**config.mk**
```make
export PLATFORM = sky130hd
export DESIGN_NAME = interface_hcsr04_uc
export DESIGN_NICKNAME = d
export VERILOG_FILES = /design/src/rtl/hcsr04_pkg.sv /design/src/rtl/interface_hcsr04_uc_detector_borda.sv /design/src/rtl/interface_hcsr04_uc.sv
export SDC_FILE = /design/constraint.sdc
export NUM_CORES = 1
export LEC_CHECK = 0
export CORE_AREA = 2 2 39 41
export CTS_BUF_LIST = sky130_fd_sc_hd__clkbuf_8 sky130_fd_sc_hd__clkbuf_16
export DETAILED_ROUTE_END_ITERATION = 8
export DIE_AREA = 0 0 41 43
export GPL_ROUTABILITY_DRIVEN = 0
export GPL_TIMING_DRIVEN = 0
export MAX_ROUTING_LAYER = met4
export SLEW_MARGIN = 10
export SYNTH_ARGS = -nofsm -noshare
export SYNTH_HDL_FRONTEND = slang
export SYNTH_HIERARCHICAL = 1
export SYNTH_SLANG_ARGS = --single-unit
```
**constraint.sdc**
```tcl
create_clock -name clock -period 1.38 [get_ports clock]
set_input_delay 0.207 -clock clock [delete_from_list [all_inputs] [get_ports clock]]
set_output_delay 0.207 -clock clock [all_outputs]
set_load 0.005 [all_outputs]
```
**src/rtl/hcsr04_pkg.sv**
```systemverilog
// Shared definitions for the HC-SR04 interface control unit: state codes,
// debug bus width and the default number of trigger attempts.
package hcsr04_pkg;

   localparam int DB_ESTADO_W        = 4;
   localparam int MAX_TENTATIVAS_DEF = 3;

   localparam logic [DB_ESTADO_W-1:0] INICIAL  = 4'h0;
   localparam logic [DB_ESTADO_W-1:0] PREPARA  = 4'h1;
   localparam logic [DB_ESTADO_W-1:0] ENVIA    = 4'h2;
   localparam logic [DB_ESTADO_W-1:0] ESPERA   = 4'h3;
   localparam logic [DB_ESTADO_W-1:0] ARMAZENA = 4'h4;
   localparam logic [DB_ESTADO_W-1:0] FINAL    = 4'h5;
   localparam logic [DB_ESTADO_W-1:0] FALHA    = 4'h6;
   localparam logic [DB_ESTADO_W-1:0] ERRO     = 4'hE;

   typedef enum logic [DB_ESTADO_W-1:0] {
      S_INICIAL  = INICIAL,
      S_PREPARA  = PREPARA,
      S_ENVIA    = ENVIA,
      S_ESPERA   = ESPERA,
      S_ARMAZENA = ARMAZENA,
      S_FINAL    = FINAL,
      S_FALHA    = FALHA,
      S_ERRO     = ERRO
   } estado_t;

endpackage

```
**src/rtl/interface_hcsr04_uc_detector_borda.sv**
```systemverilog
// Registered rising-edge detector: borda is high in the cycle where sinal is
// high and was low at the previous clock edge.
module detector_borda (
   input  logic clock,
   input  logic reset,
   input  logic sinal,
   output logic borda
);

   logic sinal_q;
   logic sinal_d;

   always_comb begin
      sinal_d = sinal;
   end

   always_ff @(posedge clock) begin
      if (reset) sinal_q <= 1'b0;
      else       sinal_q <= sinal_d;
   end

   assign borda = sinal & ~sinal_q;

endmodule

```
**src/rtl/interface_hcsr04_uc.sv**
```systemverilog
// HC-SR04 measurement sequencer (Moore FSM). Define HCSR04_RETRY_EN to retry
// timed-out measurements up to MAX_TENTATIVAS attempts before flagging erro.
//
// state    | meaning
// ---------+-------------------------------------------------
// INICIAL  | idle, waiting for a rising edge on medir
// PREPARA  | clear pulse generator, cm counter, result, timeout
// ENVIA    | fire the trigger pulse (one cycle)
// ESPERA   | run timeout counter, wait for echo or timeout
// ARMAZENA | load distance register
// FINAL    | pronto pulse
// FALHA    | attempt timed out, decide retry or give up
// ERRO     | erro pulse, distance register keeps last value
module interface_hcsr04_uc
   import hcsr04_pkg::*;
#(
   parameter int MAX_TENTATIVAS = MAX_TENTATIVAS_DEF
) (
   input  logic                   clock,
   input  logic                   reset,
   input  logic                   medir,
   input  logic                   fim_medida,
   input  logic                   timeout,
   output logic                   zera,
   output logic                   gera,
   output logic                   zera_timeout,
   output logic                   conta_timeout,
   output logic                   registra,
   output logic                   pronto,
   output logic                   erro,
   output logic [DB_ESTADO_W-1:0] db_estado
);

   if (MAX_TENTATIVAS < 1 || MAX_TENTATIVAS > 15) begin : g_param_check
      $error("interface_hcsr04_uc: MAX_TENTATIVAS must be in 1..15");
   end

   estado_t state_q;
   estado_t state_d;
   logic    medir_borda;
   logic    retry_ok;

   detector_borda u_detector_borda (
      .clock (clock),
      .reset (reset),
      .sinal (medir),
      .borda (medir_borda)
   );

`ifdef HCSR04_RETRY_EN
   localparam int CW = $clog2(MAX_TENTATIVAS + 1);

   logic [CW-1:0] tent_q;
   logic [CW-1:0] tent_d;
   logic [CW-1:0] tent_inc;

   // Saturating increment; the compare uses the incremented value so that
   // MAX_TENTATIVAS counts attempts, not retries.
   always_comb begin
      tent_inc = (tent_q == CW'(MAX_TENTATIVAS)) ? tent_q : tent_q + 1'b1;
      retry_ok = (tent_inc < CW'(MAX_TENTATIVAS));
      tent_d   = tent_q;
      if (state_q == S_INICIAL)    tent_d = '0;
      else if (state_q == S_FALHA) tent_d = tent_inc;
   end

   always_ff @(posedge clock) begin
      if (reset) tent_q <= '0;
      else       tent_q <= tent_d;
   end
`else
   always_comb begin
      retry_ok = 1'b0;
   end
`endif

   always_ff @(posedge clock) begin
      if (reset) state_q <= S_INICIAL;
      else       state_q <= state_d;
   end

   always_comb begin
      state_d = state_q;
      case (state_q)
         S_INICIAL:  if (medir_borda) state_d = S_PREPARA;
         S_PREPARA:  state_d = S_ENVIA;
         S_ENVIA:    state_d = S_ESPERA;
         // echo beats timeout when both arrive together
         S_ESPERA: begin
            if (fim_medida)   state_d = S_ARMAZENA;
            else if (timeout) state_d = S_FALHA;
         end
         S_ARMAZENA: state_d = S_FINAL;
         S_FINAL:    state_d = S_INICIAL;
         S_FALHA:    state_d = retry_ok ? S_PREPARA : S_ERRO;
         S_ERRO:     state_d = S_INICIAL;
         default:    state_d = S_INICIAL;
      endcase
   end

   always_comb begin
      zera          = 1'b0;
      gera          = 1'b0;
      zera_timeout  = 1'b0;
      conta_timeout = 1'b0;
      registra      = 1'b0;
      pronto        = 1'b0;
      erro          = 1'b0;
      case (state_q)
         S_PREPARA: begin
            zera         = 1'b1;
            zera_timeout = 1'b1;
         end
         S_ENVIA:    gera          = 1'b1;
         S_ESPERA:   conta_timeout = 1'b1;
         S_ARMAZENA: registra      = 1'b1;
         S_FINAL:    pronto        = 1'b1;
         S_ERRO:     erro          = 1'b1;
         default:    ;
      endcase
   end

   assign db_estado = state_q;

endmodule

```
==> results by group <==
Global route
  – Global Route met3 Usage: 6.28%
  – Initial antenna violation count: 0
  – Most Crowded Layer GR: met2
  – Routing usage on met1: 11.3%
  – First-pass GRT wire length: 1180 um
  – Pin count of the biggest net entering global routing: 10
  – Global-route met2 utilization: 15.3%
  – GRT Resource Usage Total: 10.5%
  – Vias in the first global route: 292
  – Gr ovfl total: 0

Floorplanning
  – Die Wd: 41 um
  – Die height: 43 um
  – Placeable Area: 1380 um2
  – Die ar.: 1760 um2
  – Io pins: 16
  – Rows: 14
  – Effective utilization at floorplan: 20.8%

Synthesis
  – Number of synthesized flops with an enable pin: 0
  – Register area share after synthesis: 34.8%
  – Syn Nets: 38
  – Synthesized area: 288 um2
  – Mapped Cells: 33
  – Syn Area/Cell: 8.72 um2
  – Syn. warnings: 6
  – Async S/R FF share, synth: 0%
  – Register bit total from synthesis: 5
  – Top FF cell, synth: dfxtp_1
  – Post-synthesis cell type count: 16

Pwr
  – Peak supply drop: 0.754 mV
  – PD cells: 980 nW/um2
  – Leakage: 0.242 nW
  – Pwr Total: 0.550 mW

Routing
  – Final WL: 763 um
  – DRC Markers: 0
  – Vias per cell: 4.37
  – Final ANT Viol Nets: 0
  – Number of detailed-route iterations in the first pass: 1
  – Routed WL per cell: 10.9 um
  – Via count: 306
  – Starting DRT DRC Count: 0

Clock tree
  – CTS clk-pin slew, worst paths: 0.04 ns
  – Hold_buf cts: 0
  – Root Buffer Master: clkbuf_8
  – CTS tree: done
  – Clock buffer depth: 2
  – Clock sinks: 5
  – Clk_lat worst skew: 0.22 ns
  – H-tree level count: 1
  – TritonCTS Buffers: 3

STA
  – # setup viols final: 0
  – Fin crit period: 1.34 ns
  – Fin crit share: 97.1%
  – Worst-Margin Slew: 0.264 ns
  – Setup TNS: 0 ns
  – Clk_skew: 0.00291 ns
  – Worst rel slew slack: 82.2%
  – Slew Viols, Final: 0
  – Final worst slack: 0.0404 ns
  – Hold WS: 0.501 ns
  – Final hold viol count: 0
  – RSZ-0062 raised after global routing: no
  – Max Clk Rate: 0.746 GHz

Min path
  – Hold path startpoint: db_estado[0]
  – Path type of the worst min-delay path: flop to flop

Layout
  – Nets: 60
  – Commonest cells after routing, fill and taps aside: clkdlybuf4s50_1, nor3_1, nor2_1
  – Layout cells sized above 1: 48.1%
  – Area growth syn-to-layout: 95.2%
  – Most common cell after layout, fill and taps aside: clkdlybuf4s50_1
  – Ant diodes: 0

Worst setup path
  – Critical path origin: db_estado[1]
  – RR Startpoint: db_estado[1]
  – CP Max Fanout: 5
  – WP data arrival: 1.45 ns
  – Required @ worst endpoint: 1.49 ns
  – Endpoint class of the critical path: flop
  – Setup Crit Path Kind: flop to flop
  – Worst setup SP type: flop

Outcome
  – Status: completed

Placement
  – Post-Place Setup Slack: -0.283 ns
  – Post-DP HPWL: 483 um
  – IO Port Bufs: 15

Flow run
  – Max-cap viol count: 0
==> flip-flops by register name (all words and copies together) (netlist names) <==
| name | flops |
|---|---|
| db_estado | 4 |
| u_detector_borda/sinal_q | 1 |
==> cell families (layout without fill, tap and decap cells) <==
| logic type | after synthesis | count (layout) | share of synthesized area [%] |
|---|---|---|---|
| AO/OA/AOI/OAI | 4 | 4 | 13.5 |
| buffers and inverters | 3 | 24 | 6.52 |
| AND/OR/NAND/NOR | 21 | 21 | 45.2 |
| flip-flops | 5 | 5 | 34.8 |
==> per-stage QoR <==
stage          cell area, um2  util, %  instances
2_1_floorplan             288        -         33
3_3_place_gp              458     33.1         64
3_5_place_dp              458     33.1         64
4_1_cts                   554     40.1         70
5_1_grt                   562     40.6         70
6_report                  562     40.6         70
==> worst max-delay path, stage by stage (launching register included) <==
cell and delay [ns]:
dfxtp_2 0.32, buf_6 0.12, buf_4 0.12, or3b_4 0.37, a2111oi_2 0.29
==> synth_stat cells, types with 2 or more instances <==
cell type,instances,area [um2]
buf_4,2,15.0
nor2_1,4,15.0
nor2b_4,2,27.5
dfxtp_1,5,100
nand2_1,2,7.51
nor3_1,6,30.0
nand2b_1,3,18.8
==> final cells by class <==
| class | instances | area, um2 |
|---|---|---|
| fill | 147 | 822 |
| multi-input combinational | 25 | 210 |
| timing repair buffer | 19 | 163 |
| sequential | 5 | 113 |
| clock buffer | 3 | 41.3 |
| tap | 16 | 20.0 |
| buffer | 1 | 11.3 |
| clock inverter | 1 | 3.75 |
==> metal layers <==
| metal | wire, um | vias to the layer above |
|---|---|---|
| met3 | 61 | 0 |
| met5 | 0 | - |
| met1 | 310 | 137 |
| met4 | 0 | 0 |
| met2 | 391 | 10 |
| li1 | - | 159 |
==> power breakdown <==
| part | total (mW) | switching [mW] | internal (mW) |
|---|---|---|---|
| Sequential | 0.163 | 0.0118 | 0.152 |
| Clock | 0.264 | 0.0734 | 0.191 |
| Combinational | 0.123 | 0.0450 | 0.0777 |
| Total | 0.550 | 0.130 | 0.420 |
==> final timing paths <==
kind	endpoint	slack, ns	cells past startpoint
max	db_estado[0]	0.04	4
min	db_estado[0]	0.50	1
max reg2reg	db_estado[0]	0.04	4
min reg2reg	db_estado[0]	0.50	1
==> repair_timing <==
action | in CTS | in global routing
resized for setup | 27 | 13
pin swaps | 1 | 2
setup buffers | 2 | 2
setup endpoints to repair | 9 | 7
(Power assumes the default switching activity.)
